[src/rtl/nf10_upb_pktgen_pkg.sv]
// Shared types and helpers for the UPB AXI4-Stream packet generator.
// Contents: FSM state enum, LFSR constants, tkeep and port-rotation helpers.
// No ports; combinational helpers only. Backpressure is not applicable.
package nf10_upb_pktgen_pkg;

  typedef enum logic [2:0] {
    ST_IDLE = 3'd0,
    ST_LOAD = 3'd1,
    ST_SEND = 3'd2,
    ST_GAP  = 3'd3,
    ST_DONE = 3'd4
  } pktgen_state_t;

  localparam logic [31:0] LFSR_POLY    = 32'h8020_0003;
  localparam logic [15:0] LFSR_SEED_LO = 16'hACE1;

  // Widest supported stream is 512 bits, so 64 byte enables.
  localparam int MAX_KEEP = 64;

  // Byte enables for the last beat of a packet of 'len' bytes on a stream
  // 'bytes' wide. A length that fills the last beat exactly gives all ones.
  function automatic logic [MAX_KEEP-1:0] keep_from_len(input logic [31:0] len,
                                                        input int          bytes);
    logic [31:0]         rem;
    logic [MAX_KEEP-1:0] keep;
    rem  = len % 32'(bytes);
    keep = '0;
    for (int i = 0; i < MAX_KEEP; i++) begin
      keep[i] = (rem == 32'd0) ? (i < bytes) : (32'(i) < rem);
    end
    return keep;
  endfunction

  // Next set bit of 'mask' after 'port', wrapping over 'nports' ports.
  // Returns 'port' itself when it is the only set bit.
  function automatic logic [2:0] next_port(input logic [2:0] port,
                                           input logic [7:0] mask,
                                           input int         nports);
    logic [2:0] res;
    logic       found;
    int         idx;
    res   = port;
    found = 1'b0;
    for (int k = 1; k <= 8; k++) begin
      idx = (int'(port) + k) % nports;
      if (!found && (k <= nports) && mask[idx[2:0]]) begin
        res   = idx[2:0];
        found = 1'b1;
      end
    end
    return res;
  endfunction

endpackage

[src/rtl/nf10_upb_pktgen_lfsr.sv]
// Parallel multi-lane step of a 32-bit Galois LFSR: lane i holds the state
// after i+1 steps from 'seed'; 'next_state' is the state after the last lane.
// Ports: seed in, lanes out (32 bits per lane), next_state out. Purely combinational.
module nf10_upb_pktgen_lfsr
  import nf10_upb_pktgen_pkg::*;
#(
  parameter int LANES = 8
) (
  input  logic [31:0]         seed,
  output logic [32*LANES-1:0] lanes,
  output logic [31:0]         next_state
);

  logic [31:0] s;

  always_comb begin
    s     = seed;
    lanes = '0;
    for (int i = 0; i < LANES; i++) begin
      s = {1'b0, s[31:1]} ^ (s[0] ? LFSR_POLY : 32'd0);
      lanes[32*i +: 32] = s;
    end
    next_state = s;
  end

endmodule

[src/rtl/nf10_upb_axis_pkt_gen.sv]
// AXI4-Stream packet generator: round-robin over cfg_port_mask, fixed or
// sweeping lengths, self-describing payload (LFSR payload when UPB_PKTGEN_LFSR_EN
// is defined). Latency: start -> LOAD next cycle -> tvalid the cycle after.
// Backpressure: outputs held stable while tvalid && !tready; packets never truncated.
// Ports: clk/reset (sync, active high), start/stop control, cfg_* sampled at LOAD,
// m_axis_* master stream with tuser_in_port/tuser_packet_length, busy/done/pkt_count status.
module nf10_upb_axis_pkt_gen
  import nf10_upb_pktgen_pkg::*;
#(
  parameter int DATA_WIDTH = 256,
  parameter int LEN_WIDTH  = 14,
  parameter int NUM_PORTS  = 5,
  parameter int CNT_WIDTH  = 32
) (
  input  logic                    clk,
  input  logic                    reset,
  input  logic                    start,
  input  logic                    stop,
  input  logic [CNT_WIDTH-1:0]    cfg_num_packets,
  input  logic [LEN_WIDTH-1:0]    cfg_len_min,
  input  logic [LEN_WIDTH-1:0]    cfg_len_max,
  input  logic [LEN_WIDTH-1:0]    cfg_len_step,
  input  logic                    cfg_sweep,
  input  logic [NUM_PORTS-1:0]    cfg_port_mask,
  input  logic [7:0]              cfg_gap,
  output logic [DATA_WIDTH-1:0]   m_axis_tdata,
  output logic [DATA_WIDTH/8-1:0] m_axis_tkeep,
  output logic                    m_axis_tvalid,
  output logic                    m_axis_tlast,
  input  logic                    m_axis_tready,
  output logic [2:0]              m_axis_tuser_in_port,
  output logic [LEN_WIDTH-1:0]    m_axis_tuser_packet_length,
  output logic                    busy,
  output logic                    done,
  output logic [CNT_WIDTH-1:0]    pkt_count
);

  localparam int BYTES  = DATA_WIDTH / 8;
  localparam int LANES  = DATA_WIDTH / 32;
  localparam int LW1    = LEN_WIDTH + 1;
  localparam logic [LEN_WIDTH:0] BYTES_W  = LW1'(BYTES);
  localparam logic [LEN_WIDTH:0] BYTES_M1 = LW1'(BYTES - 1);

  pktgen_state_t           state;
  logic [2:0]              port;
  logic [CNT_WIDTH-1:0]    seq;
  logic [CNT_WIDTH-1:0]    num_lat;
  logic [LEN_WIDTH-1:0]    cur_len;
  logic [LEN_WIDTH-1:0]    sweep_len;
  logic [LEN_WIDTH-1:0]    len_min_lat;
  logic [LEN_WIDTH-1:0]    len_max_lat;
  logic [LEN_WIDTH-1:0]    len_step_lat;
  logic [LEN_WIDTH-1:0]    beats;
  logic [LEN_WIDTH-1:0]    beat_idx;
  logic [NUM_PORTS-1:0]    mask_lat;
  logic [7:0]              gap_lat;
  logic [7:0]              gap_cnt;

  logic [7:0]              mask8_cfg;
  logic [7:0]              mask8_lat;
  logic [2:0]              first_port;
  logic [LEN_WIDTH-1:0]    len_raw;
  logic [LEN_WIDTH-1:0]    len_eff;
  logic [LEN_WIDTH:0]      beats_calc;
  logic [LEN_WIDTH:0]      len_sum;
  logic [LEN_WIDTH-1:0]    len_next;
  logic [BYTES-1:0]        keep_load;
  logic [BYTES-1:0]        keep_last;
  logic [LEN_WIDTH-1:0]    next_beat;
  logic                    next_is_last;
  logic [CNT_WIDTH-1:0]    pkt_count_inc;
  logic                    finish;
  logic [DATA_WIDTH-1:0]   data_load;
  logic [DATA_WIDTH-1:0]   data_next;

  assign busy = (state == ST_LOAD) || (state == ST_SEND) || (state == ST_GAP);
  assign done = (state == ST_DONE);

  always_comb begin
    mask8_cfg = '0;
    mask8_lat = '0;
    mask8_cfg[NUM_PORTS-1:0] = cfg_port_mask;
    mask8_lat[NUM_PORTS-1:0] = mask_lat;
  end

  // Searching forward from the highest port wraps round to the lowest set bit.
  assign first_port = next_port(3'(NUM_PORTS - 1), mask8_cfg, NUM_PORTS);

  // sweep_len is zero only right after start (or when min itself is 0), and
  // in both cases the packet length is cfg_len_min.
  always_comb begin
    len_raw = (cfg_sweep && (sweep_len != '0)) ? sweep_len : cfg_len_min;
    len_eff = (len_raw > cfg_len_max) ? cfg_len_max : len_raw;
    if (len_eff == '0) len_eff = LEN_WIDTH'(1);
    beats_calc = ({1'b0, len_eff} + BYTES_M1) / BYTES_W;
  end

  // Next sweep length, restarting at min on overflow, past max, or zero step.
  always_comb begin
    len_sum = {1'b0, cur_len} + {1'b0, len_step_lat};
    if ((len_step_lat == '0) || len_sum[LEN_WIDTH] || (len_sum[LEN_WIDTH-1:0] > len_max_lat))
      len_next = len_min_lat;
    else
      len_next = len_sum[LEN_WIDTH-1:0];
  end

  assign keep_load     = BYTES'(keep_from_len(32'(len_eff), BYTES));
  assign keep_last     = BYTES'(keep_from_len(32'(cur_len), BYTES));
  assign next_beat     = beat_idx + LEN_WIDTH'(1);
  assign next_is_last  = (next_beat == beats - LEN_WIDTH'(1));
  assign pkt_count_inc = pkt_count + CNT_WIDTH'(1);
  assign finish        = ((num_lat != '0) && (pkt_count_inc == num_lat)) || stop;

`ifdef UPB_PKTGEN_LFSR_EN
  logic [31:0] lfsr_state;
  logic [31:0] lfsr_in;
  logic [31:0] lfsr_next;
  logic [DATA_WIDTH-1:0] lfsr_lanes;

  assign lfsr_in = (state == ST_LOAD) ? {16'(seq), LFSR_SEED_LO} : lfsr_state;

  nf10_upb_pktgen_lfsr #(.LANES(LANES)) u_lfsr (
    .seed       (lfsr_in),
    .lanes      (lfsr_lanes),
    .next_state (lfsr_next)
  );

  assign data_load = lfsr_lanes;
  assign data_next = lfsr_lanes;

  // Steps only when a beat is produced, so stalled data stays put.
  always_ff @(posedge clk) begin
    if (reset) begin
      lfsr_state <= '0;
    end else if ((state == ST_LOAD) ||
                 ((state == ST_SEND) && m_axis_tready && !m_axis_tlast)) begin
      lfsr_state <= lfsr_next;
    end
  end
`else
  function automatic logic [DATA_WIDTH-1:0] lane_pattern(input logic [15:0]          s,
                                                         input logic [LEN_WIDTH-1:0] b);
    logic [DATA_WIDTH-1:0] d;
    for (int i = 0; i < LANES; i++) begin
      d[32*i +: 32] = {s, 12'(b), 4'(i)};
    end
    return d;
  endfunction

  assign data_load = lane_pattern(16'(seq), '0);
  assign data_next = lane_pattern(16'(seq), next_beat);
`endif

  always_ff @(posedge clk) begin
    if (reset) begin
      state                      <= ST_IDLE;
      port                       <= '0;
      seq                        <= '0;
      num_lat                    <= '0;
      cur_len                    <= '0;
      sweep_len                  <= '0;
      len_min_lat                <= '0;
      len_max_lat                <= '0;
      len_step_lat               <= '0;
      beats                      <= '0;
      beat_idx                   <= '0;
      mask_lat                   <= '0;
      gap_lat                    <= '0;
      gap_cnt                    <= '0;
      pkt_count                  <= '0;
      m_axis_tdata               <= '0;
      m_axis_tkeep               <= '0;
      m_axis_tvalid              <= 1'b0;
      m_axis_tlast               <= 1'b0;
      m_axis_tuser_in_port       <= '0;
      m_axis_tuser_packet_length <= '0;
    end else begin
      case (state)
        ST_IDLE, ST_DONE: begin
          if (start && (cfg_port_mask != '0)) begin
            state     <= ST_LOAD;
            pkt_count <= '0;
            seq       <= '0;
            sweep_len <= '0;
            port      <= first_port;
          end
        end

        ST_LOAD: begin
          cur_len                    <= len_eff;
          beats                      <= beats_calc[LEN_WIDTH-1:0];
          beat_idx                   <= '0;
          num_lat                    <= cfg_num_packets;
          len_min_lat                <= cfg_len_min;
          len_max_lat                <= cfg_len_max;
          len_step_lat               <= cfg_len_step;
          mask_lat                   <= cfg_port_mask;
          gap_lat                    <= cfg_gap;
          m_axis_tvalid              <= 1'b1;
          m_axis_tdata               <= data_load;
          m_axis_tlast               <= (beats_calc == LW1'(1));
          m_axis_tkeep               <= (beats_calc == LW1'(1)) ? keep_load : '1;
          m_axis_tuser_in_port       <= port;
          m_axis_tuser_packet_length <= len_eff;
          state                      <= ST_SEND;
        end

        ST_SEND: begin
          if (m_axis_tready) begin
            if (m_axis_tlast) begin
              m_axis_tvalid <= 1'b0;
              m_axis_tlast  <= 1'b0;
              pkt_count     <= pkt_count_inc;
              seq           <= seq + CNT_WIDTH'(1);
              port          <= next_port(port, mask8_lat, NUM_PORTS);
              sweep_len     <= len_next;
              if (finish) begin
                state <= ST_DONE;
              end else if (gap_lat != 8'd0) begin
                state   <= ST_GAP;
                gap_cnt <= gap_lat;
              end else begin
                state <= ST_LOAD;
              end
            end else begin
              beat_idx     <= next_beat;
              m_axis_tdata <= data_next;
              m_axis_tlast <= next_is_last;
              m_axis_tkeep <= next_is_last ? keep_last : '1;
            end
          end
        end

        ST_GAP: begin
          if (stop) begin
            state <= ST_DONE;
          end else if (gap_cnt <= 8'd1) begin
            state <= ST_LOAD;
          end else begin
            gap_cnt <= gap_cnt - 8'd1;
          end
        end

        default: state <= ST_IDLE;
      endcase
    end
  end

endmodule

[config.mk]
export PLATFORM = sky130hd
export DESIGN_NAME = nf10_upb_axis_pkt_gen
export DESIGN_NICKNAME = d
export VERILOG_FILES = /design/src/rtl/nf10_upb_pktgen_pkg.sv /design/src/rtl/nf10_upb_pktgen_lfsr.sv /design/src/rtl/nf10_upb_axis_pkt_gen.sv
export SDC_FILE = /design/constraint.sdc
export NUM_CORES = 1
export LEC_CHECK = 0
export BUFFER_PORTS_ARGS = -buffer_cell sky130_fd_sc_hd__buf_2
export CAP_MARGIN = 5
export CORE_UTILIZATION = 39
export CTS_CLUSTER_SIZE = 25
export DETAILED_ROUTE_END_ITERATION = 12
export GPL_TIMING_DRIVEN = 1
export PLACE_DENSITY = 0.7
export SETUP_SLACK_MARGIN = 0.5
export SLEW_MARGIN = 10
export SYNTH_ARGS = -nofsm -noshare
export SYNTH_HDL_FRONTEND = slang
export SYNTH_HIERARCHICAL = 1
export SYNTH_SLANG_ARGS = --single-unit
[constraint.sdc]
create_clock -name clk -period 5.29 [get_ports clk]
set_input_delay 1.058 -clock clk [delete_from_list [all_inputs] [get_ports clk]]
set_output_delay 1.058 -clock clk [all_outputs]
set_load 0.02 [all_outputs]
Yosys cells after proc, flatten, opt, wreduce, memory -nomap -nowiden:

Cells that the tools add are included.

* output and inout port bits: 341
* register bits after elaboration: 510
* word-level logic and storage cells: 329

* muxes and demuxes: 159
* eq/ne operators: 17
* add/subtract/negate cells: 12
* divide/modulo/power cells: 5
* reductions and logical operators: 44
* order comparisons: 72

Operators with widths (number)
* 256-bit two-way mux: 2
* 256-bit case mux with 2 select lines: 1
* 32-bit two-way mux: 9
* 32-bit case mux with 2 select lines: 3
* 5-bit less-than comparator (first input constant): 32
* 32-bit by 4-bit modulo with 32-bit output (second input constant): 5
* 14-bit two-way mux: 9
* 1-bit two-way mux: 97
* 4-bit by 5-bit less-than comparator with 1-bit output (first input constant): 16
* 32-bit by 1-bit adder with 32-bit output (second input constant): 2
* 32-bit zero test: 2
* 3-bit two-way mux: 19
* 14-bit case mux with 2 select lines: 2
* 8-bit two-way mux: 6
* 3-bit by 5-bit less-than comparator with 1-bit output (first input constant): 8
* 32-bit equality test: 1
* 32-bit nonzero test: 1
* 14-bit greater-than comparator: 2
* 14-bit zero test: 2
* 1-bit by 5-bit less-than comparator with 1-bit output (first input constant): 4
* 2-bit by 5-bit less-than comparator with 1-bit output (first input constant): 4
* 3-bit by 4-bit less-than comparator with 1-bit output (second input constant): 5
* 8-bit case mux with 2 select lines: 1
* 14-bit by 14-bit adder with 15-bit output: 1
* 36 further kinds: 75

Depth between registers and ports, before layout:

* depth after elaboration: 36
* mapped depth: 20
* gate-level depth less buffers: 19

Worst setup path after synthesis:

Ideal clock, no wire load.

* path kind: register -> register
* from: reg port[0]
* to: reg port[0]
* stages on the path, launching flop included: 21
* clock period less this slack: 4.854 ns
* slack: 0.436 ns
* library setup time: 0.074 ns
* data arrival time: 4.780 ns
* cells stage by stage: dfxtp_1 clkbuf_8 clkbuf_1 inv_1 ha_1 ha_1 or3b_1 a31oi_1 nor2_1 xnor2_1 ha_1 nor2b_1 o221ai_1 a21oi_1 xnor2_1 and2_1 mux2_2 a311o_2 a31oi_1 a21bo_1 a31oi_1

* cells in the longest elaborated chain, start to end: 36

Ends and longest elaborated chain
* start: declaration: RTL line nf10_upb_axis_pkt_gen.sv:45 `logic [2:0] port;`
* start signal: assignment: RTL line nf10_upb_axis_pkt_gen.sv:185 `port <= first_port;`
* start signal: assignment: RTL line nf10_upb_axis_pkt_gen.sv:215 `port <= next_port(port, mask8_lat, NUM_PORTS);`
* 3-bit by 1-bit adder with 4-bit output: RTL line nf10_upb_pktgen_pkg.sv:45 `idx = (int'(port) + k) % nports;`
* 32-bit by 4-bit modulo with 32-bit output: RTL line nf10_upb_pktgen_pkg.sv:45
* 1-bit binary-select mux with 3-bit select: RTL line nf10_upb_pktgen_pkg.sv:46 `if (!found && (k <= nports) && mask[idx[2:0]]) begin`
* 1-bit two-way mux (not written as such): RTL line nf10_upb_pktgen_pkg.sv:46
* 1-bit two-way mux: RTL line nf10_upb_pktgen_pkg.sv:46
* 1-bit two-way mux: RTL line nf10_upb_axis_pkt_gen.sv:210 `if (m_axis_tlast) begin`
* 1-bit two-way mux: RTL line nf10_upb_axis_pkt_gen.sv:209 `if (m_axis_tready) begin`
* 1-bit two-way mux: RTL line nf10_upb_axis_pkt_gen.sv:178 `case (state)`
* [20 not listed]
* 1-bit two-way mux: RTL line nf10_upb_axis_pkt_gen.sv:178
* 1-bit two-way mux: RTL line nf10_upb_axis_pkt_gen.sv:155 `if (reset) begin`
* 1-bit zero test: RTL line nf10_upb_pktgen_pkg.sv:46
* 1-bit logical AND: RTL line nf10_upb_pktgen_pkg.sv:46
* 3-bit two-way mux: RTL line nf10_upb_pktgen_pkg.sv:46
* 3-bit two-way mux: RTL line nf10_upb_axis_pkt_gen.sv:210
* 3-bit two-way mux: RTL line nf10_upb_axis_pkt_gen.sv:209
* 3-bit case mux with 2 select lines: RTL line nf10_upb_axis_pkt_gen.sv:178

Parallel ways exist; a longest one is shown, timed or not. The select of a mux whose other input is x is not followed.
A chain may end at the register's enable or synchronous reset.

Worst setup path in the final report:

* from: reg port[1]
* to: reg port[0]

Same word-level chain as after synthesis.

==> report_table.html <==
<table>
<tr><th>Metric</th><th>Value</th></tr>
<tr><th colspan="2">Timing</th></tr>
<tr><td>Setup repair after global routing missed its margin</td><td>yes</td></tr>
<tr><td>Highest clock frequency the design can meet</td><td>216 MHz</td></tr>
<tr><td>Minimum clock period</td><td>4630 ps</td></tr>
<tr><td>Worst relative slew slack</td><td>31.4%</td></tr>
<tr><td>Final worst path period share</td><td>87.5%</td></tr>
<tr><td>Slew at the pin closest to its max-slew limit</td><td>1010 ps</td></tr>
<tr><td>Sum Neg Setup Slack</td><td>0 ps</td></tr>
<tr><td>Fin worst setup slack</td><td>662 ps</td></tr>
<tr><td>Setup skew after layout</td><td>26.6 ps</td></tr>
<tr><td>Count of endpoints failing setup in the final report</td><td>0</td></tr>
<tr><td>Final Hold Violating Endpoints</td><td>0</td></tr>
<tr><td>Number of max-slew violations in the final report</td><td>0</td></tr>
<tr><th colspan="2">Detailed routing</th></tr>
<tr><td>Total wire length</td><td>55900 µm</td></tr>
<tr><td>Post-detailed-route via-to-cell ratio</td><td>5.48</td></tr>
<tr><td>Routed length per instance</td><td>17.9 µm</td></tr>
<tr><td>DRC violation total after the first TritonRoute iteration</td><td>1163</td></tr>
<tr><td>Post-route DRC</td><td>0</td></tr>
<tr><td>Antenna Violating Nets Remaining</td><td>0</td></tr>
<tr><td>Total number of vias</td><td>17200</td></tr>
<tr><td>Pre-Repair DR Iteration Count</td><td>6</td></tr>
<tr><th colspan="2">Clock tree</th></tr>
<tr><td>Deepest clock path buffer count</td><td>3</td></tr>
<tr><td>Post-CTS Hold Buffers</td><td>0</td></tr>
<tr><td>Cell at the root of the clock tree</td><td>clkbuf_16</td></tr>
<tr><td>H-tree level count</td><td>1</td></tr>
<tr><td>Clock latency on the worst-skew pair</td><td>590 ps</td></tr>
<tr><td>Total CTS buffers</td><td>30</td></tr>
<tr><td>CTS tree</td><td>built</td></tr>
<tr><td>Clk pin slew, worst setup/hold paths</td><td>60 ps</td></tr>
<tr><td>TritonCTS sink count</td><td>255</td></tr>
<tr><th colspan="2">GRT</th></tr>
<tr><td>Global-route wire length before repair</td><td>86600 µm</td></tr>
<tr><td>Overall Global Routing Usage</td><td>22.8%</td></tr>
<tr><td>Number of antenna violations at the first check in global routing</td><td>1</td></tr>
<tr><td>Maximum number of pins on one net before global-route repair</td><td>90</td></tr>
<tr><td>Number of global-route vias before repair</td><td>15600</td></tr>
<tr><td>Total overflow reported by the global router</td><td>0</td></tr>
<tr><th colspan="2">Die</th></tr>
<tr><td>Rows</td><td>78</td></tr>
<tr><td>Chip Height</td><td>217 µm</td></tr>
<tr><td>Die span in x</td><td>217 µm</td></tr>
<tr><td>Core Box Area</td><td>0.0455 mm²</td></tr>
<tr><td>Initial core utilization</td><td>39.6%</td></tr>
<tr><td>Area of the die</td><td>0.0471 mm²</td></tr>
<tr><td>Num ports</td><td>434</td></tr>
<tr><th colspan="2">Finish</th></tr>
<tr><td>Layout cell share with drive strength beyond 1</td><td>23.9%</td></tr>
<tr><td>Leading cell types in the layout, fill and taps excluded</td><td>412 x buf_2, 363 x nand2_1, 253 x dfxtp_1, 233 x a21oi_1, 179 x nor2_1</td></tr>
<tr><td>Count of inserted antenna diode cells</td><td>0</td></tr>
<tr><td>Layout filler cell count</td><td>4610</td></tr>
<tr><td>Most common library cell in the layout ignoring fill and taps</td><td>buf_2</td></tr>
<tr><td>Synthesis-to-finish area growth</td><td>11.1%</td></tr>
<tr><td>Number of nets in the finished design</td><td>2673</td></tr>
<tr><th colspan="2">Critical path</th></tr>
<tr><td>Slack of the worst reg-to-reg path</td><td>660 ps</td></tr>
<tr><td>Highest fanout seen on the critical path</td><td>10</td></tr>
<tr><td>Sort of element at the end of the critical path</td><td>register</td></tr>
<tr><td>Depth of the worst register-to-register path</td><td>19</td></tr>
<tr><td>Reg-to-reg critical path startpoint</td><td>port[1]</td></tr>
<tr><td>Startpoint type of the worst setup path</td><td>register</td></tr>
<tr><td>Worst Path Required</td><td>5800 ps</td></tr>
<tr><td>FF-to-FF End</td><td>port[0]</td></tr>
<tr><td>Data arrival time of the critical path</td><td>5130 ps</td></tr>
<tr><td>Classification of the worst setup path</td><td>reg2reg</td></tr>
<tr><th colspan="2">Worst hold path</th></tr>
<tr><td>Number of cells on the worst hold path</td><td>2</td></tr>
<tr><td>Class of the worst hold path</td><td>reg2reg</td></tr>
<tr><td>Hold path startpoint</td><td>len_min_lat[6]</td></tr>
<tr><td>Worst Hold Endpoint</td><td>len_min_lat[6]</td></tr>
<tr><th colspan="2">Synth</th></tr>
<tr><td>Fraction of post-synthesis cell area in the top cell type by area</td><td>28.3%</td></tr>
<tr><td>Main flop type after synthesis</td><td>dfxtp_1</td></tr>
<tr><td>Number of enable-type register cells in the synthesized netlist</td><td>0</td></tr>
<tr><td>Top cells by area, synth</td><td>dfxtp_1 28%, buf_4 10%, nand2_1 7.6%</td></tr>
<tr><td>FFs w/ async S/R, synth</td><td>0%</td></tr>
<tr><td>Average cell area after synthesis</td><td>7.59 µm²</td></tr>
<tr><td>Share of synthesized area occupied by flip-flops and latches</td><td>28.3%</td></tr>
<tr><td>Unique masters post-synth</td><td>114</td></tr>
<tr><td>Yosys warning count</td><td>6</td></tr>
<tr><td>Synthesis-stage register bit count</td><td>255</td></tr>
<tr><td>Post-Syn Area</td><td>0.0180 mm²</td></tr>
<tr><td>Number of standard cells after synthesis</td><td>2373</td></tr>
<tr><td>Yosys top cell by area</td><td>dfxtp_1</td></tr>
<tr><th colspan="2">Power and ir drop</th></tr>
<tr><td>Standby leakage power</td><td>8.80 nW</td></tr>
<tr><td>Total power per unit cell area</td><td>303 mW/mm²</td></tr>
<tr><td>Max VDD drop</td><td>0.251 mV</td></tr>
<tr><th colspan="2">Placement</th></tr>
<tr><td>Count of buffers inserted at the top-level ports</td><td>413</td></tr>
<tr><td>Worst setup timing slack at the placement stage</td><td>303 ps</td></tr>
<tr><td>Final weighted congestion in routability-driven placement</td><td>0.922</td></tr>
<tr><td>Estimated wirelength of the detail-placed design</td><td>41500 µm</td></tr>
<tr><th colspan="2">Run status</th></tr>
<tr><td>Result of the run</td><td>complete, no violations</td></tr>
<tr><th colspan="2">Run</th></tr>
<tr><td># Max-Cap Violations</td><td>0</td></tr>
</table>
-- cells by family after synthesis --
family | share of synthesized area [%]
multiplexers | 3.88
AND/OR/NAND/NOR | 22.3
AO/OA/AOI/OAI | 19.6
XOR/XNOR | 5.85
other | 0.0208
flip-flops | 28.3
adder cells (fa/ha/maj) | 4.97
buffers and inverters | 15.0
-- stage by stage --
step	util [%]	area, µm²	power, W	hold slack [ps]	cells
5_1_grt	44.0	20000	0.00638	472	3132
6_report	44.0	20000	0.00608	452	3132
2_1_floorplan	-	18100	0.00336	436	2392
4_1_cts	43.7	19900	0.00606	456	3125
3_5_place_dp	41.3	18800	0.00376	448	3070
3_3_place_gp	41.3	18800	0.00373	443	3070
-- worst max-delay path by stage --
| stage | to | slack [ps] | from | depth (start not counted) |
|---|---|---|---|---|
| 2_1_floorplan | port[0] | 540 | port[0] | 20 |
| 3_3_place_gp | m_axis_tkeep[15] | 450 | cfg_sweep | 14 |
| 3_5_place_dp | beats[8] | 300 | cfg_sweep | 15 |
| 4_1_cts | port[0] | 570 | port[1] | 19 |
| 5_1_grt | port[0] | 410 | port[1] | 20 |
| 6_report | port[0] | 660 | port[1] | 19 |
-- metal layers --
layer  part of all wire [%]  GRT usage (%)  vias to the layer above
met5                      0              0                        -
met4                    2.9           7.30                        0
met2                     48           38.5                      690
met3                    6.9           2.85                       88
met1                     43           30.1                     8095
li1                       -              -                     8297
-- registers in the layout (all words and copies together) (netlist names), 10 cells and up --
register / cells
m_axis_tkeep: 32
m_axis_tdata: 17
sweep_len: 14
len_max_lat: 14
len_min_lat: 14
num_lat: 32
beat_idx: 14
cur_len: 14
pkt_count: 32
len_step_lat: 14
seq: 16
beats: 10
-- synthesized netlist by cell type, types with 30 or more instances --
cell type and instances:
nor3_1 58, buf_4 248, o21ai_0 96, nand3_1 59, nor2_1 181, nor4_1 37
xnor2_1 70, inv_1 73, clkbuf_1 94, mux2i_1 38, ha_1 70, nand4_1 30
nand2_1 363, xor2_1 39, a21oi_1 241, dfxtp_1 255
-- layout make-up --
cell class / instances / area (µm²) / share of cell area, %
clock buffers: 37 / 828 / 4.14
clock inverters: 18 / 255 / 1.28
inverters: 75 / 284 / 1.42
multi-input cells: 1691 / 10400 / 51.9
flip-flops and latches: 255 / 5110 / 25.5
well taps: 600 / 751 / 3.75
repair buffers: 456 / 2410 / 12.1
-- worst max-delay path, cell delays in order, from the launching register on --
cell	delay, ps
dfxtp_1	310
buf_4	180
ha_1	230
xor2_2	170
ha_2	230
or3b_1	380
a31oi_1	200
nor2_1	100
xnor2_1	250
ha_1	240
nor2b_2	210
o221ai_2	140
a21oi_2	170
xnor2_1	180
and2_4	210
mux2_2	370
a311o_2	420
a31oi_1	180
a21bo_1	230
a31oi_1	160
-- power by group --
group          switching [W]  internal (W)
Clock               0.000881       0.00140
Sequential         0.0000934       0.00202
Combinational        0.00104      0.000644
Total                0.00201       0.00406
-- what timing repair did --
item / in CTS / in global routing
pin swaps: 0 / 7
endpoints found under the setup margin: 2 / 33
buffers inserted: 0 / 6
endpoints found under the hold margin: 0 / 0
gates cloned: 0 / 1
gates resized for setup: 1 / 21
Power figures use the tool's default switching activity.
